### config.mk
export PLATFORM = sky130hd
export DESIGN_NAME = frame_arbiter_mux
export DESIGN_NICKNAME = d
export VERILOG_FILES = /design/src/rtl/frame_arbiter_mux.sv
export SDC_FILE = /design/constraint.sdc
export NUM_CORES = 1
export LEC_CHECK = 0
export BUFFER_PORTS_ARGS = -buffer_cell sky130_fd_sc_hd__buf_2
export CORE_ASPECT_RATIO = 1.25
export CORE_UTILIZATION = 38
export DETAILED_ROUTE_END_ITERATION = 7
export HOLD_SLACK_MARGIN = 0.02
export PLACE_DENSITY = 0.75
export REMOVE_ABC_BUFFERS = 1
export SLEW_MARGIN = 10
export SYNTH_ARGS = -nofsm -noshare
export SYNTH_HDL_FRONTEND = slang
export SYNTH_SLANG_ARGS = --single-unit
### constraint.sdc
create_clock -name clk -period 1.5 [get_ports clk]
set_input_delay 0.075 -clock clk [delete_from_list [all_inputs] [get_ports clk]]
set_output_delay 0.075 -clock clk [all_outputs]
set_load 0.05 [all_outputs]
### src/rtl/frame_arbiter_mux.sv
// Round-robin frame arbiter with a registered output stage.
// One input port is locked for a whole frame, from its first beat to the beat
// with in_last set. The arbitration decision is made only in IDLE, so every
// frame costs one idle cycle between frames.
module frame_arbiter_mux #(
  parameter int NUM_PORTS = 4,
  parameter int WIDTH     = 8
) (
  input  logic                       clk,
  input  logic                       rst_n,
  input  logic [NUM_PORTS*WIDTH-1:0] in_data,
  input  logic [NUM_PORTS-1:0]       in_valid,
  input  logic [NUM_PORTS-1:0]       in_last,
  output logic [NUM_PORTS-1:0]       in_ready,
  output logic [WIDTH-1:0]           out_data,
  output logic                       out_valid,
  output logic                       out_last,
  input  logic                       out_ready,
  output logic [NUM_PORTS-1:0]       grant,
  output logic                       busy
);

  localparam int PTR_W = $clog2(NUM_PORTS);
  localparam logic [PTR_W:0]   NP       = (PTR_W + 1)'(NUM_PORTS);
  localparam logic [PTR_W-1:0] LAST_IDX = PTR_W'(NUM_PORTS - 1);

  typedef enum logic {
    IDLE   = 1'b0,
    LOCKED = 1'b1
  } state_t;

  state_t                 state_q, state_d;
  logic [PTR_W-1:0]       ptr_q, ptr_d;
  logic [NUM_PORTS-1:0]   grant_q, grant_d;
  logic [WIDTH-1:0]       out_data_q, out_data_d;
  logic                   out_valid_q, out_valid_d;
  logic                   out_last_q, out_last_d;

  logic                   advance;
  logic                   sel_found;
  logic [PTR_W-1:0]       sel_idx;
  logic [PTR_W:0]         cand;
  logic [PTR_W-1:0]       gnt_idx;
  logic [WIDTH-1:0]       g_data;
  logic                   g_last;
  logic                   xfer;

  // The output register may take a new beat when it is empty or being drained.
  assign advance = !out_valid_q || out_ready;

  // Only the locked port sees ready, and only when the output register can advance.
  assign in_ready = (state_q == LOCKED && advance) ? grant_q : '0;
  assign xfer     = |(in_valid & in_ready);

  // First requesting port at or after ptr, wrapping past NUM_PORTS-1 for any port count.
  always_comb begin
    // NOTE: every signal written here gets a default first, so no path leaves it unassigned and no latch is inferred.
    sel_found = 1'b0;
    sel_idx   = '0;
    cand      = '0;
    for (int k = 0; k < NUM_PORTS; k++) begin
      cand = {1'b0, ptr_q} + (PTR_W + 1)'(k);
      if (cand >= NP) cand = cand - NP;
      if (!sel_found && in_valid[cand[PTR_W-1:0]]) begin
        sel_found = 1'b1;
        sel_idx   = cand[PTR_W-1:0];
      end
    end
  end

  // AND-OR mux of the granted port's data and last flag, plus its index.
  always_comb begin
    gnt_idx = '0;
    g_data  = '0;
    g_last  = 1'b0;
    for (int i = 0; i < NUM_PORTS; i++) begin
      if (grant_q[i]) begin
        gnt_idx = PTR_W'(i);
        g_data  = g_data | in_data[i*WIDTH +: WIDTH];
        g_last  = g_last | in_last[i];
      end
    end
  end

  // Next-state logic: arbitration in IDLE, frame tracking in LOCKED, output register advance.
  always_comb begin
    state_d     = state_q;
    ptr_d       = ptr_q;
    grant_d     = grant_q;
    out_data_d  = out_data_q;
    out_valid_d = out_valid_q;
    out_last_d  = out_last_q;

    // A stalled output register holds everything; an advancing one loads or empties.
    if (advance) begin
      out_valid_d = xfer;
      if (xfer) begin
        out_data_d = g_data;
        out_last_d = g_last;
      end
    end

    unique case (state_q)
      IDLE: begin
        if (sel_found) begin
          grant_d          = '0;
          grant_d[sel_idx] = 1'b1;
          state_d          = LOCKED;
        end
      end
      LOCKED: begin
        // Grant is released only by the last beat of the frame, never by other requests.
        if (xfer && g_last) begin
          state_d = IDLE;
          grant_d = '0;
          ptr_d   = (gnt_idx == LAST_IDX) ? '0 : gnt_idx + PTR_W'(1);
        end
      end
      default: state_d = IDLE;
    endcase
  end

  // State registers; reset clears the partial frame and restarts arbitration at port 0.
  always_ff @(posedge clk or negedge rst_n) begin
    // NOTE: sequential state uses non-blocking assignments so all flops update together from pre-edge values.
    if (!rst_n) begin
      state_q     <= IDLE;
      ptr_q       <= '0;
      grant_q     <= '0;
      out_data_q  <= '0;
      out_valid_q <= 1'b0;
      out_last_q  <= 1'b0;
    end else begin
      state_q     <= state_d;
      ptr_q       <= ptr_d;
      grant_q     <= grant_d;
      out_data_q  <= out_data_d;
      out_valid_q <= out_valid_d;
      out_last_q  <= out_last_d;
    end
  end

  assign out_data  = out_data_q;
  assign out_valid = out_valid_q;
  assign out_last  = out_last_q;
  assign grant     = grant_q;
  assign busy      = (state_q == LOCKED);

endmodule
### Word-level counts from Yosys, hierarchy flattened

Index checks and enable logic that the tools add are counted.

| word-level totals | value |
|---|---|
| output and inout bits | 19 |
| bits in registers | 17 |
| bits of input ports | 43 |

| cells by class | value |
|---|---|
| mux-type cells | 41 |
| order comparisons | 10 |
| reduce and logical (&&, ||, !) cells | 15 |
| equal/unequal tests | 3 |
| bitwise logic cells | 8 |
| $add $sub $neg | 8 |

Operators by type and width:

| operator | number |
|---|---|
| $mux 8 | 4 |
| $or 8x8->8 | 3 |
| $mux 2 | 11 |
| $mux 1 | 16 |
| $lt 2x3->1 const B | 5 |
| $mux 4 | 3 |
| $ge 3x3->1 const B | 3 |
| $bmux 1 s2 | 4 |
| $pmux 4 s2 | 1 |
| $sub 2x1->2 const B | 4 |
| $add 2x2->3 const B | 2 |
| $logic_and 1x1->1 | 6 |
| $reduce_and 2->1 | 3 |
| $and 4x4->4 | 1 |
| $logic_not 1->1 | 4 |
| $reduce_or 4->1 | 1 |
| $add 2x1->3 const B | 1 |
| $ge 2x3->1 const B | 1 |
| $or 1x1->1 | 3 |
| $add 2x1->2 const B | 1 |
| $demux 1 s2 | 1 |
| $eq 2x2->1 const B | 1 |
| $ge 2x1->1 const B | 1 |
| $ne 2x1->1 const B | 1 |
| other kinds (4) | 4 |

### Longest topological paths before layout

Gate-level depths: netlist of run 1.

| logic depth | value |
|---|---|
| depth after elaboration | 20 |
| mapped depth | 5 |
| gate-level depth less buffers | 4 |

### Worst setup path after synthesis of run 1

No wires, ideal clock.

| timing | value |
|---|---|
| kind | register to register |
| start point | register grant_q[1] (netlist: grant[1]) |
| end point | register ptr_q[0] |
| data arrival time | 1.737 ns |
| setup slack | -0.362 ns |
| library setup time | 0.125 ns |
| stages on the path, launching flop included | 5 |
| path buffers | 0 |
| data required time | 1.375 ns |
| path through | dfrtp_1 -> a22o_2 -> o211ai_4 -> nor3b_4 -> mux2_4 |

| on the way | value |
|---|---|
| word-level cells in the longest chain between the ends | 7 |
| elaborated cells between the ends (all ways) | 16 |

RTL lines:

| element | RTL line | source |
|---|---|---|
| start: declaration | 34 | `logic [NUM_PORTS-1:0] grant_q, grant_d;` |
| start signal: assignment | 136 | `grant_q <= grant_d;` |
| $mux 1 | 77 | `if (grant_q[i]) begin` |
| $or 1x1->1 | 80 | `g_last = g_last \| in_last[i];` |
| $mux 1 | 77 |  |
| $or 1x1->1 | 80 |  |
| $mux 1 | 77 |  |
| $logic_and 1x1->1 | 113 | `if (xfer && g_last) begin` |
| $reduce_and 2->1 (no line) | -- |  |
| end signal: assignment | 135 | `ptr_q <= ptr_d;` |
| end: declaration | 33 | `logic [PTR_W-1:0] ptr_q, ptr_d;` |

Several ways; a longest one is shown, not always the timed one.
A chain may end at the register's enable or synchronous reset.

### Final worst setup path of run 1

| timing | value |
|---|---|
| start point | register grant_q[2] (netlist: grant[2]) |
| end point | register grant_q[2] (netlist: grant[2]) |

| on the way | value |
|---|---|
| word-level cells in the longest chain between the ends | 6 |
| elaborated cells between the ends (all ways) | 9 |

RTL lines:

| element | RTL line |
|---|---|
| $mux 4 or $mux 1 (tied branches) | 52, 77 |
| $and 4x4->4 or $or 1x1->1 (tied branches) | 53, 80 |
| $reduce_or 4->1 or $mux 1 (tied branches) | 53, 77 |
| $logic_and 1x1->1 * | 113 |
| $ne 2x1->1 (no line) * | -- |
| $reduce_and 2->1 (no line) * | -- |

Every way passes the cells marked *; elsewhere a longest branch is shown, timed or not.

==> results of run 1 <==
==> what timing repair did <==
item / 4_1_cts / 5_1_grt
pin swaps: 1 / 1
buffers inserted: 2 / 1
hold buffers: 1 / 0
resized for setup: 2 / 7
hold endpoints to repair: 17 / 0
setup endpoints to repair: 3 / 10
==> metal layers <==
layer | up-vias | part of all wire [%] | GRT usage (%)
met5 | - | 0 | 0
met3 | 6 | 8.0 | 3.659
met2 | 61 | 52 | 42.07
met1 | 530 | 39 | 24.46
li1 | 537 | - | -
met4 | 0 | 1.8 | 9.524
==> sequential cells by signal, indices dropped and copies added, names as in the netlist <==
signal     flops
out_data       8
out_valid      1
ptr_q          2
grant          4
out_last       1
busy           1
==> placed cells by master (no fill, tap or decap), types with 3 or more instances in the layout <==
cell type / synthesis / final
dfrtp_1: 17 / 16
buf_4: 0 / 15
a221oi_1: 9 / 8
inv_1: 3 / 3
clkbuf_4: 0 / 5
o21ai_0: 8 / 8
a21oi_1: 4 / 4
nor2_1: 4 / 4
a22o_1: 9 / 9
buf_2: 2 / 57
o32ai_1: 4 / 4
nand2b_1: 3 / 3
and3_1: 4 / 4
nand2_1: 14 / 14
==> layout make-up <==
class | instances | share of cell area [%]
Clock buffer | 3 | 1.540
Clock inverter | 1 | 0.3422
Inverter | 3 | 0.7699
Multi-Input combinational cell | 74 | 35.67
Sequential cell | 17 | 29.17
Tap cell | 33 | 2.823
Timing Repair Buffer | 76 | 29.68
==> logic make-up (layout without fill, tap and decap cells) <==
| logic type | count (synthesis) | count (layout) | share of synthesized area [%] |
|---|---|---|---|
| AO/OA/AOI/OAI | 42 | 42 | 33.55 |
| buffers and inverters | 10 | 83 | 4.810 |
| flip-flops | 17 | 17 | 43.04 |
| multiplexers | 3 | 3 | 3.544 |
| AND/OR/NAND/NOR | 29 | 29 | 15.06 |
==> stage by stage <==
step / worst slack, ns / hold slack, ns / cell area (sq um)
finish: 0.02500 / 0.08445 / 1463
global route: -0.02187 / 0.1015 / 1463
CTS: 0.01781 / 0.07962 / 1441
detailed placement: -0.05144 / 0.01554 / 1381
global placement: -0.0005521 / 0.01070 / 1381
floorplan: -0.5732 / -0.2206 / 952.2
==> critical path: cells and delay by family (launching register included) <==
| kind | cells | cell delay (ns) |
|---|---|---|
| flops | 1 | 0.44 |
| compound gates | 3 | 0.67 |
| simple gates | 1 | 0.09 |
| buf+inv | 1 | 0.16 |
==> path summary, 6_finish.rpt <==
check	to	slack (ns)	cells after the start	from
setup reg to reg	grant[2]	0.02	5	grant[2]
min in group asynchronous	out_data[5]	0.24	2	rst_n
setup / recovery	grant[2]	0.02	5	grant[2]
hold reg to reg	out_data[6]	0.48	2	out_data[6]
max in group asynchronous	ptr_q[1]	0.96	2	rst_n
hold / removal	out_data[6]	0.08	3	in_data[30]
==> power by group through the flow <==
stage / Combinational [uW] / Sequential (uW) / Clock, uW
3_5_place_dp: 1810 / 763 / 0
4_1_cts: 1840 / 761 / 252
5_1_grt: 2030 / 775 / 271
6_report: 1900 / 756 / 247
3_3_place_gp: 1760 / 753 / 0
2_1_floorplan: 701 / 1290 / 0
==> run_results.csv, run 1 <==
group,metric,value,unit
synth,ys.flop_type,"dfrtp_1",
worst_setup_path,crit_fanout,4,
pwr,power_frac_comb,65.5,%
run_status,outcome,"finished, final reports clean",
timing,finalHoldViolCount,0,
worst_setup_path,cp-end-kind,"flop",
layout,seqCellArea,426.7,sq um
floorplan,coreArea,2452,sq um
route,first_pass_iters,4,
timing,tightest_slew,0.3874,ns
layout,drive_gt1_share,49.43,%
floorplan,die_area,2810,sq um
clock_tree,cts.sinks,17,
pwr,p_clk_share,8.5,%
place,portBuffers,61,
timing,min_period,1.475,ns
grt,grt_pass1_wl,4505,um
worst_setup_path,critPathArrivalTime,1.65,ns
synth,syn_inst,101,
floorplan,die_h,59.02,um
worst_setup_path,cp_data_required_time,1.67,ns
layout,num_antenna_cells,0,
clock_tree,tritoncts,"yes",
route,vias,1134,
place,dp_hpwl,2313,um
route,drc,0,
grt,grt_usage,22.83,%
synth,ys_types,27,
synth,syn-cell-area,988.4,sq um
grt,grt.overflow.total,0,
layout,final_nets,218,
pwr,intPower,1404,uW
route,ant_nets,0,
layout,stdcell_count,207,
route,viasPerCell,5.478,
synth,seq_area_frac_synth,43.04,%
pwr,switchingPower,1499,uW
worst_setup_path,crit_type,"reg2reg",
pwr,netSwitchingFraction,51.63,%
timing,slew_viol_final,0,
route,wl_per_cell,14.75,um
clock_tree,cts_buffer_depth,2,
floorplan,rows,20,
timing,period_share,98.33,%
flow_run,maxCapViolCount,0,
route,drt_wl_total,3054,um
synth,synth_commonest_cells,"dfrtp_1 (17), nand2_1 (14), a221oi_1 (9), a22o_1 (9), o21ai_0 (8)",
floorplan,die_w,47.62,um
synth,yosysMostFrequentCell,"dfrtp_1",
grt,grt_start_max_net_pins,19,
layout,multi_input_area,521.8,sq um
grt,antenna_found_initial,0,
layout,nFillCells,234,
floorplan,start_util,40.31,%
pwr,p_leak,0.0007607,uW
floorplan,ios,62,
timing,rsz0062_at_grt,"yes",
timing,max_freq,678.0,MHz
pwr,ir_drop,824.3,uV
place,gp_congestion,0.8943,
worst_setup_path,cp-start-kind,"flop",
synth,synth_warnings,0,
clock_tree,numCtsBuffers,3,
synth,synth_edf_count,0,
clock_tree,cts_root_buffer,"clkbuf_4",
clock_tree,worstSkewPairLatency,0.29,ns
synth,async_flop_share,100.0,%
worst_setup_path,cpMaxStageDelayCell,"dfrtp_1",
layout,fin_util,59.64,%
synth,yosys.area.top_type,"dfrtp_1",
synth,ys_ff_latch,17,
clock_tree,path_clk_slew,0.10,ns
place,place_inst,199,
timing,final-setup-viol-count,0,
worst_setup_path,cp_cell_sequence,"a22o_2 > o211ai_4 > nor3b_4 > buf_4 > o32ai_1",
synth,synth.top_cell.area_share,43.04,%
pwr,powerDensity,1985,nW/um^2
timing,setup_tns,0,ns
synth,avgSynthCellArea,9.787,sq um
timing,relSlewSlack,74.17,%
layout,syn_to_final_growth,47.97,%
grt,grt_pass1_vias,1069,
min_path,hold_path.class,"in2reg",
synth,synth.top_cells.by_area,"dfrtp_1 (43%), a221oi_1 (8.0%), a22o_1 (8.0%)",
route,drtIter0Drc,28,
clock_tree,htreeDepth,1,
pwr,power,2903,uW
pwr,seqPwrFrac,26.0,%
timing,fin_skew,0.004783,ns
worst_setup_path,cp_slowest_stage_delay,0.44,ns
Note: power is estimated with default switching activity, not from simulation.
==> inputs of run 2 (changes only) <==
- CORE_UTILIZATION: 38 -> 25
- PLACE_DENSITY: 0.75 -> default
==> run_results.csv, run 2 (synthesis results as in run 1) <==
group,metric,value,unit
grt,grt_start_max_net_pins,19,
timing,finalHoldViolCount,0,
route,wl_per_cell,13.73,um
min_path,min_path_cells,3,
timing,whs,0.1352,ns
clock_tree,cts.sinks,17,
worst_setup_path,critical_path_depth,4,
grt,grt.overflow.total,0,
clock_tree,numCtsBuffers,3,
route,viasPerCell,4.964,
timing,rsz0062_at_grt,"yes",
route,drt_wl_total,3090,um
clock_tree,worstSkewPairLatency,0.25,ns
timing,period_share,95.67,%
pwr,netSwitchingFraction,50.60,%
worst_setup_path,cp-start-kind,"flop",
route,vias,1117,
floorplan,start_util,26.12,%
pwr,p_clk_share,11.6,%
clock_tree,tritoncts,"yes",
worst_setup_path,reg2reg_to,"ptr_q[0]",
worst_setup_path,r2r-start,"grant[2]",
worst_setup_path,crit_type,"reg2reg",
layout,largest_reg_flops,8,
worst_setup_path,cp_cell_sequence,"a22o_2 > o211ai_4 > nor3b_4 > mux2_4",
pwr,ir_drop,349.3,uV
grt,antenna_found_initial,0,
floorplan,ios,62,
clock_tree,path_clk_slew,0.07,ns
clock_tree,htreeDepth,1,
pwr,seqPwrFrac,25.7,%
route,ant_nets,0,
timing,fin_skew,0.005593,ns
floorplan,rows,25,
layout,final_nets,215,
place,gp_congestion,0.7696,
layout,syn_to_final_growth,48.73,%
floorplan,die_h,72.30,um
floorplan,coreArea,3785,sq um
layout,num_antenna_cells,0,
flow_run,maxCapViolCount,0,
run_status,outcome,"finished, final reports clean",
pwr,powerDensity,1980,nW/um^2
grt,grt_pass1_vias,1222,
worst_setup_path,reg2reg_setup_slack,0.06,ns
layout,mostFrequentLayoutCell,"buf_2",
worst_setup_path,crit_fanout,4,
worst_setup_path,crit_buf_inv,0,
pwr,intPower,1438,uW
timing,max_freq,696.9,MHz
clock_tree,cts_root_buffer,"clkbuf_8",
min_path,hold_end,"out_data[1]",
layout,drive_gt1_share,47.95,%
timing,tightest_slew,0.3887,ns
floorplan,die_area,4211,sq um
layout,final_cell_mix,"buf_2 (61), dfrtp_1 (16), nand2_1 (14), buf_4 (11), a22o_1 (9)",
floorplan,die_w,58.24,um
pwr,power,2911,uW
route,drtIter0Drc,36,
place,dp_hpwl,2476,um
worst_setup_path,cp_slowest_stage_delay,0.42,ns
worst_setup_path,cp-end-kind,"flop",
route,drc,0,
worst_setup_path,critPathArrivalTime,1.56,ns
worst_setup_path,cp_data_required_time,1.63,ns
timing,final-setup-viol-count,0,
min_path,hold_path.class,"in2reg",
pwr,p_leak,0.0007491,uW
grt,grt_usage,15.79,%
pwr,power_frac_comb,62.8,%
min_path,hp-start,"in_data[17]",
layout,nFillCells,384,
worst_setup_path,critical-path-top-delay-family,"flip-flops",
place,portBuffers,61,
timing,min_period,1.435,ns
worst_setup_path,cpMaxStageDelayCell,"dfrtp_1",
timing,relSlewSlack,74.09,%
grt,grt_pass1_wl,5126,um
worst_setup_path,worstRegToRegCells,4,
pwr,switchingPower,1473,uW
clock_tree,cts_buffer_depth,2,
timing,slew_viol_final,0,
route,first_pass_iters,5,
[run 2: cell count changes in the layout (fill, tap and decap cells not counted), sizes merged]
cell    change
buf         -1
clkinv      -1
clkbuf      -1
[run 2: per-layer routing]
metal	global-route usage [%]	vias up	part of all wire, %
li1	-	531	-
met1	15.45	514	36
met2	31.80	66	54
met3	2.674	6	7.9
met4	6.085	0	1.7
met5	0	-	0
[run 2: metrics by stage]
stage | utilization, % | cell area (sq um) | setup TNS (ns) | instances | worst slack (ns)
finish | 38.84 | 1470 | 0 | 225 | 0.06497
global route | 38.84 | 1470 | -0.03678 | 225 | -0.02387
CTS | 38.48 | 1456 | 0 | 224 | 0.002976
detailed placement | 36.99 | 1400 | -0.01420 | 219 | -0.009047
global placement | 36.99 | 1400 | 0 | 219 | 0.07306
floorplan | - | 952.2 | -4.520 | 94 | -0.5732
[run 2: how the worst max path moves through the flow]
stage,start,to,slack (ns)
finish,grant[2],ptr_q[0],0.06
global route,ptr_q[1],grant[3],-0.02
CTS,grant[0],ptr_q[0],0.003
detailed placement,ptr_q[1],grant[3],-0.009
global placement,grant[0],ptr_q[0],0.07
floorplan,grant[1],ptr_q[0],-0.57
[run 2: power groups by stage]
stage | clock network (uW) | logic [uW] | registers, uW
2_1_floorplan | 0 | 701 | 1290
6_report | 336 | 1830 | 747
4_1_cts | 351 | 1820 | 760
5_1_grt | 373 | 1980 | 775
3_3_place_gp | 0 | 1770 | 750
3_5_place_dp | 0 | 1820 | 765
[run 2: repair_timing]
| item | CTS | global route |
|---|---|---|
| setup buffers | 0 | 2 |
| pin swaps | 0 | 2 |
| resized for setup | 1 | 1 |
| endpoints found under the setup margin | 2 | 5 |
| hold buffers | 1 | 0 |
| hold endpoints to repair | 17 | 0 |
[run 2: worst min-delay path, delay by kind of cell]
kind                   cells  cell delay [ns]
AO/OA/AOI/OAI              2             0.19
buffers and inverters      1             0.07
[run 2: layout make-up]
cell class,count,area [sq um],area share [%]
tap,54,67.56,4.596
inverter,3,11.26,0.7660
multi-input combinational,74,521.8,35.49
clock buffer,4,45.04,3.064
sequential,17,426.7,29.02
timing repair buffer,73,397.9,27.06
==> inputs of run 3 (changes only) <==
- CORE_UTILIZATION: 25 -> 38
- GPL_TIMING_DRIVEN: default -> 0
- PLACE_DENSITY: default -> 0.75
==> run_results.csv, run 3 (synthesis results as in run 1) <==
group,metric,value,unit
layout,final_cell_mix,"buf_2 (61), buf_4 (15), nand2_1 (14), dfrtp_1 (12), a22o_1 (9)",
floorplan,ios,62,
layout,mostFrequentLayoutCell,"buf_2",
clock_tree,cts.sinks,17,
layout,final_nets,220,
layout,drive_gt1_share,53.41,%
flow_run,maxCapViolCount,0,
clock_tree,htreeDepth,1,
layout,num_antenna_cells,0,
clock_tree,path_clk_slew,0.10,ns
timing,final-setup-viol-count,0,
timing,max_freq,694.0,MHz
route,first_pass_iters,4,
worst_setup_path,cp_data_required_time,1.68,ns
worst_setup_path,worstRegToRegCells,4,
timing,finalHoldViolCount,0,
run_status,outcome,"finished, final reports clean",
floorplan,die_w,47.62,um
timing,period_share,96.07,%
place,place_inst,188,
place,dp_hpwl,1928,um
clock_tree,numCtsBuffers,3,
grt,grt_usage,21.52,%
grt,use_met1,20.63,%
route,drt_wl_total,3124,um
route,drc,0,
worst_setup_path,r2r-start,"grant[0]",
worst_setup_path,reg2reg_to,"ptr_q[0]",
floorplan,rows,20,
route,viasPerCell,5.569,
timing,min_period,1.441,ns
floorplan,coreArea,2452,sq um
clock_tree,cts_root_buffer,"clkbuf_4",
pwr,powerDensity,1984,nW/um^2
timing,slew_viol_final,0,
layout,stdcell_count,209,
worst_setup_path,critPathArrivalTime,1.62,ns
floorplan,start_util,40.31,%
worst_setup_path,reg2reg_setup_slack,0.06,ns
route,wl_per_cell,14.95,um
grt,top_usage_layer,"met2",
grt,antenna_found_initial,0,
grt,grt_pass1_vias,1033,
grt,grt_pass1_wl,4243,um
worst_setup_path,crit_type,"reg2reg",
timing,whs,0.08497,ns
min_path,min_path_cells,3,
pwr,intPower,1466,uW
clock_tree,worstSkewPairLatency,0.28,ns
layout,syn_to_final_growth,52.91,%
pwr,p_leak,0.0007715,uW
pwr,p_clk_share,8.0,%
grt,grt_start_max_net_pins,19,
floorplan,die_h,59.02,um
min_path,hp-start,"in_data[26]",
min_path,hold_end,"out_data[2]",
place,gp_congestion,0.7987,
timing,relSlewSlack,74.50,%
grt,grt.overflow.total,0,
grt,use_met2,41.88,%
worst_setup_path,cp-end-kind,"flop",
route,drtIter0Drc,26,
worst_setup_path,cp-start-kind,"flop",
layout,largest_reg_flops,8,
timing,tightest_slew,0.3824,ns
place,portBuffers,61,
timing,fin_skew,0.002196,ns
route,vias,1164,
pwr,power_frac_comb,66.4,%
pwr,power,2999,uW
route,ant_nets,0,
pwr,switchingPower,1533,uW
pwr,seqPwrFrac,25.6,%
clock_tree,cts_buffer_depth,2,
min_path,hold_path.class,"in2reg",
worst_setup_path,crit_fanout,4,
pwr,ir_drop,862.0,uV
clock_tree,tritoncts,"yes",
pwr,netSwitchingFraction,51.11,%
grt,gr-usage-met3,2.439,%
floorplan,die_area,2810,sq um
-- run 3: cell count changes in the layout (fill, tap and decap cells not counted), sizes merged --
cell / change
buf: +5
-- run 3: metrics by stage --
stage / setup TNS [ns] / cell area (sq um) / util (%) / worst slack (ns)
floorplan: -4.520 / 952.2 / - / -0.5732
global placement: -3.774 / 1299 / 52.96 / -0.4862
detailed placement: -4.343 / 1299 / 52.96 / -0.5107
CTS: 0 / 1465 / 59.74 / 0.01031
global route: -0.009851 / 1511 / 61.63 / -0.008880
finish: 0 / 1511 / 61.63 / 0.05901
-- run 3: repair_timing --
item | CTS | global route
endpoints found under the hold margin | 17 | 0
setup endpoints to repair | 20 | 4
hold buffers | 1 | 0
resized for setup | 6 | 4
setup buffers | 14 | 2
pin swaps | 2 | 3
-- run 3: layer usage --
metal | vias up | part of all wire (%)
li1 | 546 | -
met5 | - | 0
met1 | 553 | 37
met3 | 4 | 7.3
met2 | 61 | 54
met4 | 0 | 1.2
-- run 3: worst max path at each step --
stage,startpoint,end,slack [ns]
2_1_floorplan,grant[1],ptr_q[0],-0.57
3_3_place_gp,grant[1],ptr_q[0],-0.49
3_5_place_dp,grant[2],ptr_q[0],-0.51
4_1_cts,ptr_q[1],grant[1],0.01
5_1_grt,ptr_q[1],grant[0],-0.009
6_report,grant[0],ptr_q[0],0.06
-- run 3: layout make-up --
cell class | count | area, sq um
multi-input combinational | 74 | 553.0
inverter | 3 | 11.26
tap | 33 | 41.29
clock buffer | 4 | 26.28
sequential | 17 | 431.7
timing repair buffer | 78 | 447.9
fill | 213 | 940.9
-- run 3: critical path, cell delays in order (launching register included) --
cell and delay [ns]:
dfrtp_2 0.45, a22o_1 0.25, a221oi_4 0.24, nor3b_4 0.10
mux2_4 0.30
-- run 3: power groups by stage --
stage | sequential [uW] | clock [uW] | combinational, uW
after CTS | 773 | 249 | 1860
after detailed placement | 875 | 0 | 1540
after floorplan | 1290 | 0 | 701
after global placement | 864 | 0 | 1500
after global routing | 789 | 263 | 2120
final | 768 | 240 | 1990
